### config.mk
export PLATFORM = sky130hd
export DESIGN_NAME = fpu_add_sub_pipe
export DESIGN_NICKNAME = d
export VERILOG_FILES = /design/src/rtl/fpu_add_sub_pipe.sv
export SDC_FILE = /design/constraint.sdc
export NUM_CORES = 1
export LEC_CHECK = 0
export ABC_AREA = 1
export BUFFER_PORTS_ARGS = -buffer_cell sky130_fd_sc_hd__buf_2
export CAP_MARGIN = 40
export CORE_UTILIZATION = 55
export CTS_CLUSTER_SIZE = 30
export DETAILED_ROUTE_END_ITERATION = 7
export MAX_ROUTING_LAYER = met4
export PLACE_DENSITY = 0.79
export SETUP_SLACK_MARGIN = 0.02
export SYNTH_ARGS = -nofsm -noshare
export SYNTH_HDL_FRONTEND = slang
export SYNTH_SLANG_ARGS = --single-unit
### constraint.sdc
create_clock -name clk -period 6 [get_ports clk]
set_input_delay 0.3 -clock clk [delete_from_list [all_inputs] [get_ports clk]]
set_output_delay 0.3 -clock clk [all_outputs]
set_load 0.1 [all_outputs]
### src/rtl/fpu_add_sub_pipe.sv
// fpu_add_sub_pipe: 3-stage pipelined floating-point adder/subtractor.
// S1 sorts by magnitude and aligns, S2 adds/subtracts with guard/round/sticky,
// S3 normalises, rounds to nearest-even and encodes.
// Optional feature macro: FPU_SPECIAL_EN (NaN/infinity handling and NV flag).
module fpu_add_sub_pipe #(
  parameter int unsigned EXPW  = 5,
  parameter int unsigned FRACW = 10
) (
  input  logic                  clk,
  input  logic                  rst,
  input  logic                  inValid,
  output logic                  inReady,
  input  logic [EXPW+FRACW:0]   a,
  input  logic [EXPW+FRACW:0]   b,
  input  logic                  sub,
  output logic                  outValid,
  input  logic                  outReady,
  output logic [EXPW+FRACW:0]   result,
  output logic [3:0]            flags
);
  localparam int unsigned W  = 1 + EXPW + FRACW;
  localparam int unsigned SW = FRACW + 4;   // hidden + fraction + guard/round/sticky
  localparam int unsigned CW = SW + 1;      // plus carry
  localparam int unsigned XW = EXPW + 1;    // exponent with overflow headroom
  localparam logic [XW-1:0] EMAX = XW'((2 ** EXPW) - 1);

  logic              r1_v, r2_v, r_out_v;
  logic              r1_sign, r1_sub, r2_sign, r2_sub;
  logic [EXPW-1:0]   r1_exp, r2_exp;
  logic [SW-1:0]     r1_mbig, r1_msml;
  logic [CW-1:0]     r2_sum;
  logic [W-1:0]      r_result;
  logic [3:0]        r_flags;

  // Whole pipeline advances unless a finished result is waiting downstream.
  logic w_adv;
  assign w_adv    = !r_out_v || outReady;
  assign inReady  = w_adv;
  assign outValid = r_out_v;
  assign result   = r_result;
  assign flags    = r_flags;

  // ---------------- S1: sort and align ----------------
  logic            w_sa, w_sb, w_effsub, w_swap, w_sign;
  logic [W-1:0]    w_big, w_sml;
  logic [EXPW-1:0] w_ebig, w_esml, w_diff;
  logic [SW-1:0]   w_mbig, w_msml, w_al;
  logic [2*SW-1:0] w_wide;

  assign w_sa     = a[W-1];
  assign w_sb     = b[W-1] ^ sub;
  assign w_effsub = w_sa ^ w_sb;
  assign w_swap   = b[W-2:0] > a[W-2:0];
  assign w_big    = w_swap ? b : a;
  assign w_sml    = w_swap ? a : b;
  assign w_sign   = w_swap ? w_sb : w_sa;
  assign w_ebig   = (w_big[W-2:FRACW] == '0) ? EXPW'(1) : w_big[W-2:FRACW];
  assign w_esml   = (w_sml[W-2:FRACW] == '0) ? EXPW'(1) : w_sml[W-2:FRACW];
  assign w_diff   = w_ebig - w_esml;
  assign w_mbig   = {w_big[W-2:FRACW] != '0, w_big[FRACW-1:0], 3'b000};
  assign w_msml   = {w_sml[W-2:FRACW] != '0, w_sml[FRACW-1:0], 3'b000};

  // Shift the smaller significand right, folding lost bits into sticky.
  always_comb begin
    w_wide = {w_msml, SW'(0)} >> w_diff;
    if (32'(w_diff) >= 32'(SW - 1))
      w_al = {(SW-1)'(0), |w_msml};
    else
      w_al = w_wide[2*SW-1:SW] | {(SW-1)'(0), |w_wide[SW-1:0]};
  end

`ifdef FPU_SPECIAL_EN
  localparam logic [W-1:0] QNAN = {1'b0, {EXPW{1'b1}}, 1'b1, (FRACW-1)'(0)};
  logic w_nan_a, w_nan_b, w_inf_a, w_inf_b, w_snan, w_spec, w_spec_nv;
  logic [W-1:0] w_spec_val;
  logic r1_spec, r1_spec_nv, r2_spec, r2_spec_nv;
  logic [W-1:0] r1_spec_val, r2_spec_val;

  assign w_nan_a = (a[W-2:FRACW] == '1) && (a[FRACW-1:0] != '0);
  assign w_nan_b = (b[W-2:FRACW] == '1) && (b[FRACW-1:0] != '0);
  assign w_inf_a = (a[W-2:FRACW] == '1) && (a[FRACW-1:0] == '0);
  assign w_inf_b = (b[W-2:FRACW] == '1) && (b[FRACW-1:0] == '0);
  assign w_snan  = (w_nan_a && !a[FRACW-1]) || (w_nan_b && !b[FRACW-1]);
  assign w_spec  = w_nan_a || w_nan_b || w_inf_a || w_inf_b;

  // Special-value result chosen up front and carried alongside the datapath.
  always_comb begin
    w_spec_val = QNAN;
    w_spec_nv  = 1'b0;
    if (w_nan_a || w_nan_b) begin
      w_spec_nv = w_snan;
    end else if (w_inf_a && w_inf_b && w_effsub) begin
      w_spec_nv = 1'b1;
    end else if (w_inf_a) begin
      w_spec_val = {w_sa, {EXPW{1'b1}}, FRACW'(0)};
    end else begin
      w_spec_val = {w_sb, {EXPW{1'b1}}, FRACW'(0)};
    end
  end
`endif

  // ---------------- S2: effective add/subtract ----------------
  logic [CW-1:0] w_sum;
  assign w_sum = r1_sub ? ({1'b0, r1_mbig} - {1'b0, r1_msml})
                        : ({1'b0, r1_mbig} + {1'b0, r1_msml});

  // ---------------- S3: normalise, round, encode ----------------
  logic [31:0]     w_lz, w_emin, w_sh;
  logic [SW-1:0]   w_n;
  logic [XW-1:0]   w_e, w_ef, w_efin;
  logic [FRACW+1:0] w_m;
  logic            w_rup, w_nx, w_of, w_zero, w_rsign;
  logic [FRACW-1:0] w_frac;
  logic [W-1:0]    w_res;
  logic [3:0]      w_flg;

  // Leading-zero count, subnormal-limited left shift, RNE rounding and packing.
  always_comb begin
    w_lz = 32'(SW);
    for (int unsigned i = 0; i < SW; i++)
      if (r2_sum[i]) w_lz = 32'(SW - 1 - i);
    w_emin = 32'(r2_exp) - 32'd1;
    w_sh   = (w_lz < w_emin) ? w_lz : w_emin;
    if (r2_sum[CW-1]) begin
      w_n = {r2_sum[CW-1:2], r2_sum[1] | r2_sum[0]};
      w_e = XW'(r2_exp) + XW'(1);
    end else begin
      w_n = r2_sum[SW-1:0] << w_sh;
      w_e = XW'(r2_exp) - XW'(w_sh);
    end
    w_ef    = w_n[SW-1] ? w_e : XW'(0);
    w_rup   = w_n[2] & (w_n[1] | w_n[0] | w_n[3]);
    w_m     = {1'b0, w_n[SW-1:3]} + (FRACW+2)'(w_rup);
    w_efin  = (w_ef == '0) ? XW'(w_m[FRACW]) : (w_ef + XW'(w_m[FRACW+1]));
    w_frac  = w_m[FRACW+1] ? FRACW'(0) : w_m[FRACW-1:0];
    w_of    = w_efin >= EMAX;
    w_nx    = (|w_n[2:0]) | w_of;
    w_zero  = (r2_sum == '0);
    w_rsign = (w_zero && r2_sub) ? 1'b0 : r2_sign;
    if (w_of)
      w_res = {w_rsign, {EXPW{1'b1}}, FRACW'(0)};
    else
      w_res = {w_rsign, w_efin[EXPW-1:0], w_frac};
    w_flg = {1'b0, w_of, (w_efin == '0) && w_nx, w_nx};
`ifdef FPU_SPECIAL_EN
    if (r2_spec) begin
      w_res = r2_spec_val;
      w_flg = {r2_spec_nv, 3'b000};
    end
`endif
  end

  // Stage valid bits and the output register; cleared by reset.
  always_ff @(posedge clk) begin
    if (rst) begin
      r1_v     <= 1'b0;
      r2_v     <= 1'b0;
      r_out_v  <= 1'b0;
      r_result <= '0;
      r_flags  <= '0;
    end else if (w_adv) begin
      r1_v     <= inValid;
      r2_v     <= r1_v;
      r_out_v  <= r2_v;
      r_result <= w_res;
      r_flags  <= w_flg;
    end
  end

  // Datapath stage registers; qualified by the valid bits, so no reset needed.
  always_ff @(posedge clk) begin
    if (w_adv) begin
      r1_sign <= w_sign;
      r1_sub  <= w_effsub;
      r1_exp  <= w_ebig;
      r1_mbig <= w_mbig;
      r1_msml <= w_al;
      r2_sign <= r1_sign;
      r2_sub  <= r1_sub;
      r2_exp  <= r1_exp;
      r2_sum  <= w_sum;
`ifdef FPU_SPECIAL_EN
      r1_spec     <= w_spec;
      r1_spec_nv  <= w_spec_nv;
      r1_spec_val <= w_spec_val;
      r2_spec     <= r1_spec;
      r2_spec_nv  <= r1_spec_nv;
      r2_spec_val <= r1_spec_val;
`endif
    end
  end
endmodule
### Word level (Yosys, flattened, before mapping)

Cells that the tools add are included.

* muxes and demuxes: 29
* $add $sub $neg: 8
* divide/modulo/power cells: 0
* $lt $le $gt $ge: 4
* shifts and indexed selects: 2
* reduce and logical (&&, ||, !) cells: 14
* eq/ne operators: 0
* multipliers: 0
* bitwise logic cells: 8

Operators by type and width (number)
* $mux 32: 14
* $mux 15: 4
* $lt 32x32->1: 1
* $shl 14x32->14: 1
* $shr 28x5->28: 1
* $mux 6: 3
* $add 14x14->15: 1
* $gt 15x15->1: 1
* $logic_not 15->1: 1
* $sub 14x14->15: 1
* $mux 14: 1
* $or 14x1->14: 1
* $reduce_or 14->1: 1
* $add 11x1->12: 1
* $logic_not 6->1: 2
* $reduce_or 11->1: 1
* $logic_not 5->1: 2
* $mux 10: 1
* $mux 5: 2
* $reduce_bool 5->1: 2
* $add 5x1->6 const B: 1
* $add 6x1->6: 1
* $ge 6x5->1 const B: 1
* $sub 5x1->6 const B: 1
* 12 further kinds: 19

* output and inout bits: 22
* flip-flop bits (word level): 76
* bits in read-only memories: 0
* latch bits: 0
* bits in writable memories: 0
* memories: 0

### Logic depth before layout (Yosys ltp)

* word-level depth: 27
* gate-level depth with buffers: 45
* gate-level depth less buffers: 45

### Least setup slack after synthesis

Ideal clock, no wire load.

* path type: input -> register
* from: input port a[4]
* to: register r1_msml[0], data pin
* library setup time: 0.265 ns
* setup slack: 1.505 ns
* buffers on the path: 4
* arrival time: 4.230 ns
* data required time: 5.735 ns
* stages on the path: 29
* cell sequence: inv_1 ha_1 a21oi_1 o21ai_0 a21oi_1 nor2_1 o21ai_0 o211ai_1 o41ai_2 clkbuf_1 clkbuf_1 o21ai_0 inv_1 nor3_1 nand3_1 nand2_1 inv_1 ha_1 inv_1 fa_1 clkbuf_1 buf_1 o21ai_0 nand2_1 nand2_1 nor3_1 nand3_1 a21oi_1 a21oi_1

* longest elaborated chain between the ends: 9
* elaborated cells between the ends (all ways): 15

RTL lines
* start, declared: line 13 `input logic [EXPW+FRACW:0] a,`
* $gt 15x15->1 (*): line 53 `assign w_swap = b[W-2:0] > a[W-2:0];`
* $mux 15 (*): line 54 `assign w_big = w_swap ? b : a;`
* $logic_not 5->1: line 57 `assign w_ebig = (w_big[W-2:FRACW] == '0) ? EXPW'(1) : w_big[W-2:FRACW];`
* $mux 5 (*): line 57
* via w_ebig[3]: line 46 `logic [EXPW-1:0] w_ebig, w_esml, w_diff;`
* $sub 5x5->5 (*): line 59 `assign w_diff = w_ebig - w_esml;`
* $shr 28x5->28: line 65 `w_wide = {w_msml, SW'(0)} >> w_diff;`
* $reduce_or 14->1: line 69 `w_al = w_wide[2*SW-1:SW] | {(SW-1)'(0), |w_wide[SW-1:0]};`
* $or 14x1->14: line 69
* $mux 1 (*): line 66 `if (32'(w_diff) >= 32'(SW - 1))`
* via w_al[0]: line 47 `logic [SW-1:0] w_mbig, w_msml, w_al;`
* end signal, assigned: line 177 `r1_msml <= w_al;`
* end, declared: line 30 `logic [SW-1:0] r1_mbig, r1_msml;`

Mark *: on every way through the listed nets, which the timed path passes. The rest lies on a longest branch.
A chain may end at the register's enable or synchronous reset.

### Worst setup path after layout

* from: register r2_sum[7]
* to: register r_flags[0], in the netlist flags[0]

* longest elaborated chain between the ends: 19
* elaborated cells between the ends (all ways): 24

RTL lines
* start, declared: line 31 `logic [CW-1:0] r2_sum;`
* start signal, assigned: line 181 `r2_sum <= w_sum;`
* $mux 32 (7 in series): line 121 `if (r2_sum[i]) w_lz = 32'(SW - 1 - i);`
* $lt 32x32->1: line 123 `w_sh = (w_lz < w_emin) ? w_lz : w_emin;`
* $mux 32: line 123
* $shl 14x32->14: line 128 `w_n = r2_sum[SW-1:0] << w_sh;`
* $mux 14: line 124 `if (r2_sum[CW-1]) begin`
* $or 1x1->1 (2 in series): line 132 `w_rup = w_n[2] & (w_n[1] | w_n[0] | w_n[3]);`
* $and 1x1->1: line 132
* $add 11x1->12: line 133 `w_m = {1'b0, w_n[SW-1:3]} + (FRACW+2)'(w_rup);`
* $add 6x1->6: line 134 `w_efin = (w_ef == '0) ? XW'(w_m[FRACW]) : (w_ef + XW'(w_m[FRACW+1]));`
* $mux 6: line 134
* $ge 6x5->1: line 136 `w_of = w_efin >= EMAX;`
* $or 1x1->1 (*): line 137 `w_nx = (|w_n[2:0]) | w_of;`
* end signal, assigned: line 166 `r_flags <= w_flg;`
* end, declared: line 33 `logic [3:0] r_flags;`

Mark *: on every way between the ends. The rest lies on a longest branch, timed or not.

==> results.json <==
{
  "status": "finished, final reports clean",
  "synth_nets": 1067,
  "port_buffers": 57,
  "area_growth_pct": 9.936,
  "firstDrtPassIters": 5,
  "syn_area_um2": 6813,
  "synth_seq_area_share_pct": 30.27,
  "setup_violations": 0,
  "final_cell_mix": "nand2_1, inv_1, nor2_1",
  "synth_largest_area_cell": "edfxtp_1",
  "max_stage_delay_ps": 540,
  "fin_area_um2": 7490,
  "rsz0062_at_grt": "false",
  "h-tree-depth": 3,
  "grt_pass1_vias": 5977,
  "critPathSlowestCell": "edfxtp_1",
  "synth_top_area_share_pct": 23.80,
  "cts_tree": "yes",
  "hold_class": "input pin to flop",
  "cpMostUsedCell": "nor2_1",
  "min_from": "inValid",
  "wl_met2_mm": 7.850,
  "layout_commonest_cell": "nand2_1",
  "clock_latency_ps": 350,
  "synth_edf_count": 54,
  "synth_cell_type_count": 48,
  "start_kind": "flop",
  "timing.final.crit_share_pct": 84.59,
  "cp_max_fo": 17,
  "finClkSkew_ps": 10.47,
  "wl_met1_mm": 6.692,
  "maxSlewHeadroom_pct": 39.65,
  "r2r-start": "r2_sum[7]$_DFFE_PP_",
  "track_usage_pct": 27.16,
  "drt_iter0_markers": 503,
  "routed.top_layer": "met4",
  "whs_path_depth": 3,
  "syn_area_per_cell_um2": 6.995,
  "grt_max_degree": 68,
  "postCtsSetupBuffers": 0,
  "cts_buffer_depth": 2,
  "netlist_instances": 974,
  "drive_gt1_share_pct": 12.77,
  "ctsResizeCount": 0,
  "slew_viol_final": 0,
  "post_dp_cell_area_um2": 7224,
  "gr-total-overflow": 0,
  "tns_ps": 0,
  "rows": 40,
  "r2r-end": "flags[0]$_SDFFE_PP0P_",
  "synth_seq_cells": 76,
  "synth.area.top_cells": "edfxtp_1, nand2_1, ha_1",
  "core-area_um2": 12060,
  "place_hpwl_mm": 12.64,
  "wl_met3_um": 729,
  "async_reset_ff_share_pct": 0,
  "root_buffer": "clkbuf_16",
  "die_h_um": 113.3,
  "endpoint_kind": "flop",
  "finalNonFillerCells": 1194,
  "fin_nets": 1115,
  "fin_crit_ps": 5075,
  "drtAntennaViolNets": 0,
  "antenna_found_initial": 0,
  "r2r_cells": 32,
  "chipWidth_um": 113.3,
  "place_congestion": 0.9593,
  "totalWireLength_mm": 15.84,
  "cts-buffers-inserted": 9,
  "ios": 59,
  "n_antenna_cell": 0,
  "wire_per_inst_um": 13.26,
  "vias": 6380,
  "arrival_ps": 5370,
  "synth_warnings": 0,
  "drc": 0,
  "cp.required_ps": 6300,
  "holdBufCountCts": 0,
  "drv_cap": 0,
  "hold_viol": 0,
  "crit_type": "flop to flop",
  "avgViaCountPerCell": 5.343,
  "startpoint": "r2_sum[7]$_DFFE_PP_",
  "dieArea_um2": 12840,
  "max_freq_mhz": 197.0,
  "cts.sinks": 76,
  "initial_core_util_pct": 56.48,
  "synth_flop_cell": "edfxtp_1",
  "grt_pass1_wl_mm": 26.70,
  "rrSetupSlack_ps": 920,
  "worst_pin_slew_ps": 902.1,
  "whs_endpoint": "r1_v$_SDFFE_PP0P_",
  "cts.clk_slew.worst_paths_ps": 60,
  "dp_cells": 1179
}
[state kept, by name (all words and copies together), names as in the netlist]
register,count
r2_sign,1
r1_msml,14
r1_sub,1
r1_v,1
r2_v,1
r2_exp,5
r1_mbig,11
flags,3
r2_sub,1
r2_sum,15
result,16
r1_exp,5
r1_sign,1
outValid,1
[area by class of cell]
cell class / instances / area (um2)
tap: 168 / 210.2
clock buffer: 9 / 225.2
fill: 1145 / 4572
clock inverter: 6 / 40.04
sequential: 76 / 2062
multi-input combinational: 729 / 4084
timing repair buffer: 62 / 322.8
inverter: 144 / 545.5
[critical path: cells and delay by family (launching register included)]
kind                       cells  cell delay [ps]
AOI/OAI and AO/OA              4              710
xor gates and xnor gates       1              280
adders and majority gates      2              610
buffers and inverters          3              230
DFF                            1              540
and+or+nand+nor               22             2620
[synthesized netlist by cell type (all sizes together) (4+ instances only)]
cell type	number
a21oi	59
a31oi	4
buf	10
clkbuf	15
dfxtp	22
edfxtp	54
ha	53
inv	141
mux2i	4
nand2	249
nand3	88
nand4	7
nor2	98
nor3	6
o211ai	6
o21a	4
o21ai	95
o31ai	4
xnor2	7
xor2	22
[worst max-delay path by stage]
stage / endpoint / depth (start not counted)
after global routing: flags[0]$_SDFFE_PP0P_ / 32
after CTS: flags[0]$_SDFFE_PP0P_ / 32
after global placement: r1_msml[0]$_DFFE_PP_ / 25
after floorplan: r1_msml[0]$_DFFE_PP_ / 29
final: flags[0]$_SDFFE_PP0P_ / 32
after detailed placement: r1_msml[0]$_DFFE_PP_ / 25
[per-layer routing]
metal  vias to the layer above  track usage [%]
met5                         -                -
met4                         0            13.42
met3                        41            5.356
met2                       174            46.83
met1                      2861            29.96
li1                       3304                -
[stage by stage]
stage	setup slack (ps)	utilization, %	hold WS, ps
4_1_cts	935.1	62.10	208.6
2_1_floorplan	1505	-	369.1
6_report	924.6	62.10	215.4
3_5_place_dp	643.7	59.90	406.5
5_1_grt	402.7	62.10	261.7
3_3_place_gp	759.6	59.90	402.9
[kinds of logic (layout without fill, tap and decap cells)]
group	Yosys count	count (layout)	share of synthesized area (%)
compound gates	185	185	15.08
xor+xnor	29	29	3.728
fa+ha+maj	56	56	10.62
buf+inv	169	221	9.954
flops	76	76	30.27
mux	5	5	0.7530
other cells	1	1	0.05504
simple gates	453	453	29.55
Power is not shown: default switching activity piles up to over one toggle a cycle in this logic, so the estimate is an artifact.
